--- src/rtl/rtc_wr_seq.sv ---
// rtc_wr_seq: walks a range of data channels and writes each one to the RTC
// as a four-phase bus cycle (address low/high, data low/high). Each phase
// lasts TPH clocks.
module rtc_wr_seq #(
  parameter int         TPH       = 4,
  parameter logic [7:0] ADDR_BASE = 8'h21,
  parameter int         NCH       = 14
) (
  input  logic       clk,
  input  logic       reset,
  input  logic       start,
  input  logic [3:0] first,
  input  logic [3:0] last,
  output logic [3:0] sel,
  output logic       r_s,
  output logic [7:0] addr,
  output logic       a_d,
  output logic       cs_n,
  output logic       wr_n,
  output logic       rd_n,
  output logic       busy,
  output logic       done,
  output logic       err
);

  typedef enum logic [2:0] {IDLE, A_LO, A_HI, D_LO, D_HI, NEXT, FIN} state_t;

  localparam logic [7:0] PH_LOAD = 8'(TPH - 1);

  state_t     state, state_nxt;
  logic [3:0] idx, last_q;
  logic [7:0] pcnt;
  logic       err_q;
  logic       accept, range_ok, ph_end;

  assign accept   = (state == IDLE) && start;
  assign range_ok = (first <= last) && ({28'd0, last} < 32'(NCH));
  assign ph_end   = (pcnt == 8'd0);

  assign sel  = idx;
  assign addr = ADDR_BASE + {4'd0, idx};
  assign rd_n = 1'b1;
  assign err  = err_q;

  // State, phase counter, channel index and captured range.
  always_ff @(posedge clk) begin
    if (!reset) begin
      state  <= IDLE;
      idx    <= 4'd0;
      last_q <= 4'd0;
      pcnt   <= 8'd0;
      err_q  <= 1'b0;
    end else begin
      state <= state_nxt;
      // Counter reloads on every state change so each phase gets TPH clocks.
      if (state_nxt != state)  pcnt <= PH_LOAD;
      else if (pcnt != 8'd0)   pcnt <= pcnt - 8'd1;
      if (accept) begin
        err_q  <= !range_ok;
        last_q <= last;
        if (range_ok) idx <= first;
      end
      if (state == NEXT && idx != last_q) idx <= idx + 4'd1;
    end
  end

  // Next-state logic and per-state strobe decode.
  always_comb begin
    state_nxt = state;
    cs_n      = 1'b1;
    wr_n      = 1'b1;
    a_d       = 1'b0;
    r_s       = 1'b0;
    busy      = 1'b0;
    done      = 1'b0;
    case (state)
      IDLE: if (accept) state_nxt = range_ok ? A_LO : FIN;
      A_LO: begin
        cs_n = 1'b0;
        wr_n = 1'b0;
        busy = 1'b1;
        if (ph_end) state_nxt = A_HI;
      end
      A_HI: begin
        busy = 1'b1;
        if (ph_end) state_nxt = D_LO;
      end
      D_LO: begin
        cs_n = 1'b0;
        wr_n = 1'b0;
        a_d  = 1'b1;
        r_s  = 1'b1;
        busy = 1'b1;
        if (ph_end) state_nxt = D_HI;
      end
      D_HI: begin
        a_d  = 1'b1;
        r_s  = 1'b1;
        busy = 1'b1;
        if (ph_end) state_nxt = NEXT;
      end
      NEXT: begin
        busy      = 1'b1;
        state_nxt = (idx == last_q) ? FIN : A_LO;
      end
      FIN: begin
        done      = 1'b1;
        state_nxt = IDLE;
      end
      default: state_nxt = IDLE;
    endcase
  end

endmodule

--- config.mk ---
export PLATFORM = sky130hd
export DESIGN_NAME = rtc_wr_seq
export DESIGN_NICKNAME = d
export VERILOG_FILES = /design/src/rtl/rtc_wr_seq.sv
export SDC_FILE = /design/constraint.sdc
export NUM_CORES = 1
export LEC_CHECK = 0
export BUFFER_PORTS_ARGS = -buffer_cell sky130_fd_sc_hd__buf_2
export CAP_MARGIN = 40
export CORE_MARGIN = 3
export CORE_UTILIZATION = 35
export CTS_BUF_LIST = sky130_fd_sc_hd__clkbuf_2
export CTS_CLUSTER_DIAMETER = 200
export DETAILED_ROUTE_END_ITERATION = 10
export GPL_TIMING_DRIVEN = 0
export PLACE_DENSITY = 0.54
export RECOVER_POWER = 25
export SETUP_SLACK_MARGIN = 0.15
export SYNTH_ARGS = -nofsm -noshare
export SYNTH_HDL_FRONTEND = slang
export SYNTH_SLANG_ARGS = --single-unit
--- constraint.sdc ---
create_clock -name clk -period 2.5 [get_ports clk]
set_input_delay 0.375 -clock clk [delete_from_list [all_inputs] [get_ports clk]]
set_output_delay 0.375 -clock clk [all_outputs]
set_load 0.01 [all_outputs]
==> results by group, run 1 <==
Status
  – Outcome: completed

Final layout
  – Layout cells sized above 1: 21.9%
  – Synth-to-Final Area Change: 15.0%
  – Ant diodes: 0
  – Most frequent cells in the layout: buf_2, dfxtp_1, nor2_1
  – Layout Nets: 211

Yosys
  – Cell taking the most area after synthesis: dfxtp_1
  – Cells after Synth: 161
  – Post-synthesis async set-or-reset flop share: 0%
  – Synth top area share: 28.3%
  – Synthesized area: 1410 µm²
  – Top area cells in the synthesized netlist: dfxtp_1, ha_1, mux2i_1, nor2_1, xor2_1
  – Yosys reg bits: 20
  – Main synth FF type: dfxtp_1
  – Number of synthesized flops with an enable pin: 0
  – Yosys warning total: 0
  – Syn Area/Cell: 8.77 µm²
  – Distinct cell type count of the synthesized netlist: 51
  – Seq/Total Area, Yosys: 28.3%

Floorplanning
  – Core Area: 3770 µm²
  – Die Wd: 69.5 µm
  – Die area: 4830 µm²
  – Standard-cell rows: 22
  – Initial Util: 37.5%
  – Boundary Pins: 31
  – Die H: 69.5 µm

Placement
  – Port buffer count: 25
  – Post-DP HPWL: 2460 µm
  – Placer Congestion: 0.815

Global routing
  – Gr ovfl total: 0
  – Initial antenna violation count: 0
  – GRT Util Overall: 13.5%
  – Vias in the first global route: 1149
  – Largest net degree at the start of global routing: 12
  – First-pass GRT wire length: 5400 µm

Critical path
  – Crit end category: flip-flop
  – Req. time, crit path: 2.72 ns
  – Slowest stage delay, CP: 0.60 ns
  – Critical path class: reg -> reg
  – Slowest CP cell: nor4b_4
  – Worst reg2reg setup slack: 0.34 ns
  – Bufs and invs on worst path: 1
  – Crit path max fanout: 9
  – Critical path, cell by cell: buf_6 > nor4b_4 > a21boi_0 > o211ai_1 > nand4_1 > nor3_1
  – CP startpoint kind: flip-flop
  – CP arrival: 2.38 ns
  – Startpoint of the worst setup timing path: state[2]
  – Worst reg2reg path startpoint: state[2]
  – CP top delay family: simple AND/OR/NAND/NOR gates

Detailed routing
  – Vias per inst: 5.02
  – Post-route DRC: 0
  – Final WL: 3220 µm
  – Drt first pass iters: 4
  – Routed Antenna Nets: 0
  – Routed wl met3: 130 µm
  – DRT iter0 DRCs: 40
  – Met1 wire length: 1440 µm
  – Top Metal Used: met4
  – Vias: 1205
  – Wire per inst: 13.4 µm
  – Met2 wire len: 1630 µm

Hold path
  – Hold Startpoint: first[2]
  – Worst hold path type: in -> reg

Timing
  – Hold Vio Cnt, Final: 0
  – Period utilisation layout: 86.3%
  – Setup violations, final: 0
  – Worst slew pin tran: 0.620 ns
  – Worst hold slack: 0.307 ns
  – Worst rel slew slack: 58.5%
  – F_max: 0.463 GHz
  – Unrepaired setup endpoints after global routing: no
  – Slew Viols, Final: 0
  – Clk_skew: 0.0154 ns
  – Fin Setup TNS: 0 ns
  – Fin crit period: 2.16 ns

Pwr
  – Leak Pwr: 0.741 nW
  – Maximum VDD drop: 0.000580 V
  – Cell Pwr Density: 1060 nW/µm²

Run
  – Maxcap violations: 0

Clocking
  – Hold Buf Count CTS: 0
  – Max Root-Sink Buffers: 2
  – Reg clk slew, reported paths: 0.20 ns
  – Total CTS buffers: 3
  – Post-CTS Setup Inserts: 0
  – CTS H-Tree Depth: 1
  – Root Driver: clkbuf_2
  – Sink Count: 20
  – Skew-Pair Late Insertion Delay: 0.32 ns
  – TritonCTS clock tree: yes
[metal layers]
metal | GRT usage, % | up-vias
li1 | - | 631
met1 | 16.3 | 550
met5 | 0 | -
met3 | 3.62 | 2
met4 | 2.60 | 0
met2 | 23.9 | 22
[worst reg2reg max path, delay by kind of cell, from the launching register on]
kind	cells	cell delay [ns]
AND/OR/NAND/NOR	3	0.93
AO/OA/AOI/OAI	2	0.63
flip-flops	1	0.36
buffers and inverters	1	0.14
[repair_timing]
item / in CTS / in global routing
setup endpoints to repair: 0 / 4
hold endpoints to repair: 0 / 0
gates resized for setup: 0 / 1
[sequential cells by signal, indices dropped and copies added, names as in the netlist]
register / count
pcnt: 8
last_q: 4
sel: 4
state: 3
err: 1
[through the flow]
step                      power, W  utilization (%)  worst slack (ns)  cell area [µm²]  instances
after CTS                  0.00174             43.1             0.184             1620        240
after global routing       0.00189             43.1             0.188             1620        240
after global placement     0.00157             42.6             0.220             1610        236
final                      0.00173             43.1             0.342             1620        240
after floorplan            0.00134                -             0.621             1420        163
after detailed placement   0.00160             42.6             0.199             1610        236
[cells in the mapped netlist (2+ instances only)]
cell type / number
a211oi_1: 2
a21boi_0: 2
a21oi_1: 4
a31oi_1: 2
and3b_1: 2
buf_4: 6
conb_1: 2
dfxtp_1: 20
ha_1: 7
inv_1: 9
mux2_2: 2
mux2i_1: 7
nand2_1: 6
nand2b_1: 4
nand3_1: 9
nand4_1: 3
nor2_1: 14
nor2b_1: 2
nor3_1: 8
nor3b_1: 2
nor4b_4: 2
o211ai_1: 2
o21a_1: 4
o21ai_0: 4
xnor2_1: 5
xor2_1: 6
[cells by family after synthesis]
logic type	synth area share (%)
flops	28.3
fa+ha+maj	6.91
compound gates	16.7
mux	6.55
buf+inv	7.53
other cells	0.532
simple gates	26.6
xor+xnor	6.82
[area by class of cell]
class	count	area, µm²
buffer	10	68.8
clock buffer	3	15.0
clock inverter	1	3.75
fill	396	2150
inverter	10	37.5
multi-input combinational	123	921
sequential	20	400
tap	48	60.1
timing repair buffer	25	118
[final timing paths]
check,to,cells after the start
hold / removal,sel[2],3
setup / recovery,pcnt[2],6
hold reg to reg,last_q[0],2
setup reg to reg,pcnt[2],6
[power by group]
group | leakage, nW | internal [W] | total (W) | switching [W]
clock | 0.0140 | 0.0000348 | 0.000136 | 0.000101
sequential | 0.164 | 0.000413 | 0.000504 | 0.0000913
combinational | 0.563 | 0.000493 | 0.00109 | 0.000596
total | 0.741 | 0.000941 | 0.00173 | 0.000789
Power figures use the tool's default switching activity.
==> run 2, diff against run 1 <==
--- a/config.mk
+++ b/config.mk
@@ -13,7 +13,7 @@
 export CTS_CLUSTER_DIAMETER = 200
 export DETAILED_ROUTE_END_ITERATION = 10
 export GPL_TIMING_DRIVEN = 0
-export PLACE_DENSITY = 0.54
+export PLACE_DENSITY = 0.56
 export RECOVER_POWER = 25
 export SETUP_SLACK_MARGIN = 0.15
 export SYNTH_ARGS = -nofsm -noshare
==> constraint.sdc (replaced) <==
create_clock -name clk -period 1.75 [get_ports clk]
set_input_delay 0.2625 -clock clk [delete_from_list [all_inputs] [get_ports clk]]
set_output_delay 0.2625 -clock clk [all_outputs]
set_load 0.01 [all_outputs]
==> run 2 against run 1 <==
Combinational power rose by 100%. Critical path depth shrank 1. First-iteration DRC count is 38% higher. Highest routed layer unchanged. Hold slack got worse by 0.12 ns. Sequential share of layout area shrank 4.0 points. Total power up 83%. Non-clock buffer count grew 19. Sequential cell count unchanged. The flow now finishes with violations (negative setup slack).
==> results by group, run 2 (synthesis results as in run 1) <==
Status
  – Outcome: finished with violations
  – Violated checks: negative setup slack

Final layout
  – Filler cells: 330 (-17%)
  – FF/Latch Area: 422 µm² (+5.3%)
  – Layout Nets: 230 (+9.0%)
  – Max FFs per register: 8 (unchanged)
  – Finished Layout Cells: 259 (+7.9%)
  – Multi-input gate area: 1100 µm² (+19%)
  – Synth-to-Final Area Change: 44.6%
  – Largest reg by FF count: pcnt
  – Final instance area: 2040 µm² (+26%)
  – Ant diodes: 0 (unchanged)
  – Layout cells sized above 1: 50.2% (+28 points)
  – Most frequent cells in the layout: buf_4, buf_2, nor2_1

Timing
  – Setup violations, final: 2 (+2)
  – Worst rel slew slack: 65.3% (+6.9 points)
  – Hold Vio Cnt, Final: 0 (unchanged)
  – Fin crit period: 1.75 ns
  – Worst slew pin tran: 0.518 ns (-0.103 ns)
  – Fin Setup TNS: -0.00604 ns (-0.00604 ns)
  – Worst hold slack: 0.188 ns (-0.119 ns)
  – Slew Viols, Final: 0 (unchanged)
  – Unrepaired setup endpoints after global routing: yes
  – Period utilisation layout: 100%
  – F_max: 0.570 GHz
  – Fin worst setup slack: -0.00356 ns (-0.346 ns)
  – Clk_skew: 0.0163 ns (+0.000917 ns)

Detailed routing
  – Final WL: 3520 µm (+9.4%)
  – Drt first pass iters: 4 (unchanged)
  – Vias per inst: 5.06 (+0.82%)
  – DRT iter0 DRCs: 55 (+38%)
  – Wire per inst: 13.6 µm (+1.3%)
  – Routed Antenna Nets: 0 (unchanged)
  – Post-route DRC: 0 (unchanged)
  – Vias: 1311 (+8.8%)

Pwr
  – Maximum VDD drop: 0.000607 V (+4.7%)
  – Leak Pwr: 0.900 nW (+21%)
  – Final Power: 0.00317 W (+83%)
  – Cell Pwr Density: 1550 nW/µm² (+46%)

Placement
  – Placer Congestion: 0.801 (-1.8%)
  – Port buffer count: 25 (unchanged)
  – Placed cell area: 1670 µm² (+4.3%)
  – Placed Cells incl. Taps: 236 (unchanged)
  – Post-DP HPWL: 2540 µm (+3.1%)

Floorplanning
  – Initial Util: 37.5% (unchanged)
  – Boundary Pins: 31 (unchanged)
  – Die area: 4830 µm² (unchanged)
  – Die H: 69.5 µm (unchanged)
  – Standard-cell rows: 22 (unchanged)
  – Die Wd: 69.5 µm (unchanged)
  – Core Area: 3770 µm² (unchanged)

Global routing
  – Routing usage on met1: 18.3% (+2.0 points)
  – Most Crowded Layer GR: met2
  – Largest net degree at the start of global routing: 12 (unchanged)
  – Met2 GRT Util: 25.5% (+1.6 points)
  – Gr ovfl total: 0 (unchanged)
  – First-pass GRT wire length: 5800 µm (+7.4%)
  – Global routing met3 resource utilization: 2.75% (-0.87 points)
  – Initial antenna violation count: 0 (unchanged)
  – Vias in the first global route: 1256 (+9.3%)
  – GRT Util Overall: 14.8% (+1.4 points)

Clocking
  – CTS H-Tree Depth: 1 (unchanged)
  – Total CTS buffers: 3 (unchanged)
  – Root Driver: clkbuf_2
  – Sink Count: 20 (unchanged)
  – TritonCTS clock tree: yes
  – Hold Buf Count CTS: 0 (unchanged)
  – Skew-Pair Late Insertion Delay: 0.33 ns (about the same)
  – Reg clk slew, reported paths: 0.19 ns (about the same)
  – Max Root-Sink Buffers: 2 (unchanged)

Critical path
  – Crit end category: primary output
  – Critical path class: reg -> out
  – CP startpoint kind: flip-flop
  – CP arrival: 1.49 ns (-0.89 ns)
  – Crit path max fanout: 5 (-4)
  – Req. time, crit path: 1.49 ns (-1.23 ns)

Run
  – Maxcap violations: 0 (unchanged)

Hold path
  – Worst hold path type: in -> reg
[run 2: changes by cell type in the layout (fill, tap and decap cells not counted), sizes merged]
cell    change
clkbuf      -5
buf        +24
[run 2: worst max-delay path: stages (launching register included)]
cell     delay (ns)
dfxtp_2        0.38
buf_6          0.12
and2b_2        0.25
a21o_1         0.19
buf_6          0.12
buf_6          0.11
[run 2: path summary, 6_finish.rpt]
| check | cells after the start | slack, ns | end | start |
|---|---|---|---|---|
| setup / recovery | 5 | -0.004 | r_s | state[2] |
| hold / removal | 3 | 0.19 | last_q[3] | last[3] |
| setup reg to reg | 8 | -0.004 | pcnt[0] | state[2] |
| hold reg to reg | 2 | 0.54 | last_q[3] | last_q[3] |
[run 2: where the power goes]
group          switching (W)  total [W]  leakage (nW)  internal [W]
Clock               0.000143   0.000193        0.0140     0.0000497
Sequential          0.000149   0.000760         0.169      0.000611
Combinational        0.00106    0.00222         0.717       0.00116
Total                0.00135    0.00317         0.900       0.00182
[run 2: stage by stage]
step | utilization (%) | worst slack [ns]
3_5_place_dp | 44.4 | -0.387
2_1_floorplan | - | -0.0450
6_report | 54.1 | -0.00356
4_1_cts | 52.4 | 0.00660
5_1_grt | 54.1 | -0.0989
3_3_place_gp | 44.4 | -0.367
[run 2: cell type report]
cell class	count	share of cell area, %
flip-flops and latches	20	20.6
clock inverters	1	0.184
plain buffers	10	4.53
repair buffers	44	15.3
multi-input cells	123	53.7
clock buffers	3	0.735
well taps	48	2.94
inverters	10	1.96
[run 2: repair_timing]
action                                  in CTS  in global routing
setup buffers                               18                  1
pin swaps                                   18                  6
resized for setup                           37                 14
endpoints found under the setup margin      25                 24
[run 2: routing by layer]
metal  up-vias  wire [µm]
met1       609       1590
met3         5        188
met4         0         51
li1        659          -
met5         -          0
met2        38       1690
==> run 3, diff against run 2 <==
--- a/config.mk
+++ b/config.mk
@@ -8,12 +8,12 @@
 export BUFFER_PORTS_ARGS = -buffer_cell sky130_fd_sc_hd__buf_2
 export CAP_MARGIN = 40
 export CORE_MARGIN = 3
-export CORE_UTILIZATION = 35
+export CORE_UTILIZATION = 27
 export CTS_BUF_LIST = sky130_fd_sc_hd__clkbuf_2
 export CTS_CLUSTER_DIAMETER = 200
 export DETAILED_ROUTE_END_ITERATION = 10
 export GPL_TIMING_DRIVEN = 0
-export PLACE_DENSITY = 0.56
+export PLACE_DENSITY = 0.45
 export RECOVER_POWER = 25
 export SETUP_SLACK_MARGIN = 0.15
 export SYNTH_ARGS = -nofsm -noshare
==> run 3 against run 2 <==
The flow now finishes without violations. Worst setup slack better by 0.017 ns. Critical path depth unchanged. Register-to-register slack better by 0.02 ns. First-iteration DRC count shrank 13%. Sequential share of layout area decreased by 1.2 points. Fmax is 0.99% higher. Die area is 27% higher. Sequential power up 2.8%.
==> results by group, run 3 (synthesis results as in run 1) <==
Detailed routing
  – DRT iter0 DRCs: 48 (-13%)
  – Routed Antenna Nets: 0 (unchanged)
  – Final WL: 3810 µm (+8.5%)
  – Post-route DRC: 0 (unchanged)
  – Wire per inst: 13.2 µm (-3.1%)
  – Vias per inst: 4.60 (-9.1%)
  – Drt first pass iters: 4 (unchanged)
  – Vias: 1335 (+1.8%)

Pwr
  – Flop pwr share: 22.3% (-1.7 points)
  – Int Pwr: 0.00212 W (+16%)
  – Comb pwr share: 67.3% (-2.6 points)
  – Sw Pwr: 0.00139 W (+2.7%)
  – Clock Power Share: 10.4% (+4.3 points)
  – Leak Pwr: 0.973 nW (+8.1%)
  – Sw Ratio: 39.6% (-3.0 points)
  – Cell Pwr Density: 1600 nW/µm² (+2.8%)
  – Maximum VDD drop: 0.000703 V (+16%)

Clocking
  – Sink Count: 20 (unchanged)
  – Skew-Pair Late Insertion Delay: 0.33 ns (about the same)
  – Reg clk slew, reported paths: 0.23 ns (+0.04 ns)
  – Max Root-Sink Buffers: 2 (unchanged)
  – Hold Buf Count CTS: 0 (unchanged)
  – Total CTS buffers: 3 (unchanged)
  – Root Driver: clkbuf_2
  – TritonCTS clock tree: yes
  – CTS H-Tree Depth: 1 (unchanged)

Placement
  – Post-DP HPWL: 2610 µm (+2.6%)
  – Port buffer count: 25 (unchanged)
  – Placer Congestion: 0.720 (-10%)
  – Pre-CTS setup slack: -0.509 ns (-0.122 ns)
  – Placed Cells incl. Taps: 255 (+8.1%)

Global routing
  – Routing usage on met1: 15.1% (-3.2 points)
  – Global routing met3 resource utilization: 2.29% (-0.46 points)
  – Initial antenna violation count: 0 (unchanged)
  – Most Crowded Layer GR: met2
  – GRT Util Overall: 12.3% (-2.5 points)
  – Vias in the first global route: 1309 (+4.2%)
  – Gr ovfl total: 0 (unchanged)
  – Largest net degree at the start of global routing: 13 (+1)
  – Met2 GRT Util: 22.3% (-3.3 points)
  – First-pass GRT wire length: 6130 µm (+5.8%)

Final layout
  – Final core utilization: 45.0% (-9.1 points)
  – Commonest non-fill, non-tap cell in the layout: buf_4
  – Largest reg by FF count: pcnt
  – Layout cells sized above 1: 51.6% (+1.3 points)
  – Layout Nets: 242 (+5.2%)
  – Max FFs per register: 8 (unchanged)
  – Most frequent cells in the layout: buf_4, buf_2, nor2_1
  – Ant diodes: 0 (unchanged)
  – Synth-to-Final Area Change: 55.4%
  – Finished Layout Cells: 290 (+12%)

Critical path
  – Crit end category: flip-flop
  – Worst reg2reg setup slack: 0.01 ns (+0.02 ns)
  – CP startpoint kind: flip-flop
  – Startpoint of the worst setup timing path: last_q[0]
  – Slowest stage delay, CP: 0.42 ns (+0.04 ns)
  – Slowest CP cell: o41ai_4
  – Worst Setup EP: pcnt[0]
  – Critical path class: reg -> reg
  – Critical path, cell by cell: xor2_2 > o41ai_4 > nand2_2 > o31a_4 > o21a_1
  – Reg2reg path depth: 5 (-3)
  – CP arrival: 2.00 ns (+0.51 ns)
  – Req. time, crit path: 2.01 ns (+0.52 ns)
  – Worst reg2reg path startpoint: last_q[0]
  – R2R Path End: pcnt[0]
  – Crit path max fanout: 8 (+3)

Timing
  – Fin crit period: 1.74 ns (-0.0172 ns)
  – Fin worst setup slack: 0.0136 ns (+0.0172 ns)
  – Setup violations, final: 0 (-2)
  – Slew Viols, Final: 0 (unchanged)
  – Clk_skew: 0.00168 ns (-0.0146 ns)
  – F_max: 0.576 GHz (+0.99%)
  – Unrepaired setup endpoints after global routing: yes
  – Hold Vio Cnt, Final: 0 (unchanged)
  – Period utilisation layout: 99.2% (-0.98 points)

Floorplanning
  – Die area: 6140 µm² (+27%)
  – Die H: 78.3 µm (+13%)
  – Die Wd: 78.3 µm (+13%)
  – Standard-cell rows: 25 (+14%)
  – Initial Util: 28.9% (-8.5 points)
  – Boundary Pins: 31 (unchanged)
  – Core Area: 4880 µm² (+29%)

Hold path
  – Worst hold path type: in -> reg

Run
  – Maxcap violations: 0 (unchanged)

Status
  – Outcome: completed
[run 3: cell types whose count changed in the layout (fill, tap and decap cells not counted), moves of 2 or more]
cell	before	now
buf_4	20	30
nor3_1	3	6
dfxtp_4	3	5
buf_6	10	12
a21oi_1	1	4
dfxtp_2	8	6
a21oi_2	2	0
xor2_1	4	1
xor2_2	1	4
nor3_2	5	1
[run 3: layout make-up]
class | instances | area (µm²)
clock buffers | 3 | 15.0
inverters | 10 | 37.5
fillers | 483 | 2680
multi-input cells | 123 | 1100
well taps | 67 | 83.8
plain buffers | 10 | 93.8
repair buffers | 56 | 409
flip-flops and latches | 20 | 427
clock inverters | 1 | 30.0
[run 3: routing by layer]
layer,share of wire [%],up-vias
li1,-,680
met1,44,629
met2,52,20
met3,3.6,6
met4,0.81,0
met5,0,-
[run 3: worst min-delay path by stage]
stage / depth (start not counted) / to / start
2_1_floorplan: 2 / last_q[1] / last[1]
4_1_cts: 3 / sel[2] / first[2]
3_3_place_gp: 2 / err / err
5_1_grt: 3 / sel[2] / first[2]
3_5_place_dp: 2 / last_q[2] / last_q[2]
6_report: 3 / last_q[2] / last[2]
[run 3: power groups by stage]
| stage | combinational, W | sequential, W | clock (W) |
|---|---|---|---|
| 5_1_grt | 0.00255 | 0.000805 | 0.000391 |
| 2_1_floorplan | 0.00129 | 0.000733 | 0 |
| 4_1_cts | 0.00214 | 0.000756 | 0.000371 |
| 3_5_place_dp | 0.00166 | 0.000743 | 0 |
| 3_3_place_gp | 0.00164 | 0.000740 | 0 |
| 6_report | 0.00236 | 0.000781 | 0.000364 |
[run 3: what timing repair did]
| item | 4_1_cts | 5_1_grt |
|---|---|---|
| resized for setup | 28 | 22 |
| setup endpoints to repair | 25 | 23 |
| pin swaps | 12 | 7 |
| setup buffers | 23 | 8 |
[run 3: stage by stage]
step	area [µm²]	total power, W	setup TNS [ns]	hold WS [ns]
detailed placement	1700	0.00240	-3.98	0.508
global route	2200	0.00375	-0.720	0.152
CTS	2040	0.00327	0	0.156
global placement	1700	0.00238	-3.81	0.497
floorplan	1490	0.00202	-0.0899	0.410
finish	2200	0.00351	0	0.181
[run 3: worst max-delay path, delay by kind of cell (launching register included)]
kind | cells | cell delay [ns]
AND/OR/NAND/NOR | 1 | 0.11
flip-flops | 1 | 0.39
XOR/XNOR | 1 | 0.19
AO/OA/AOI/OAI | 3 | 0.99
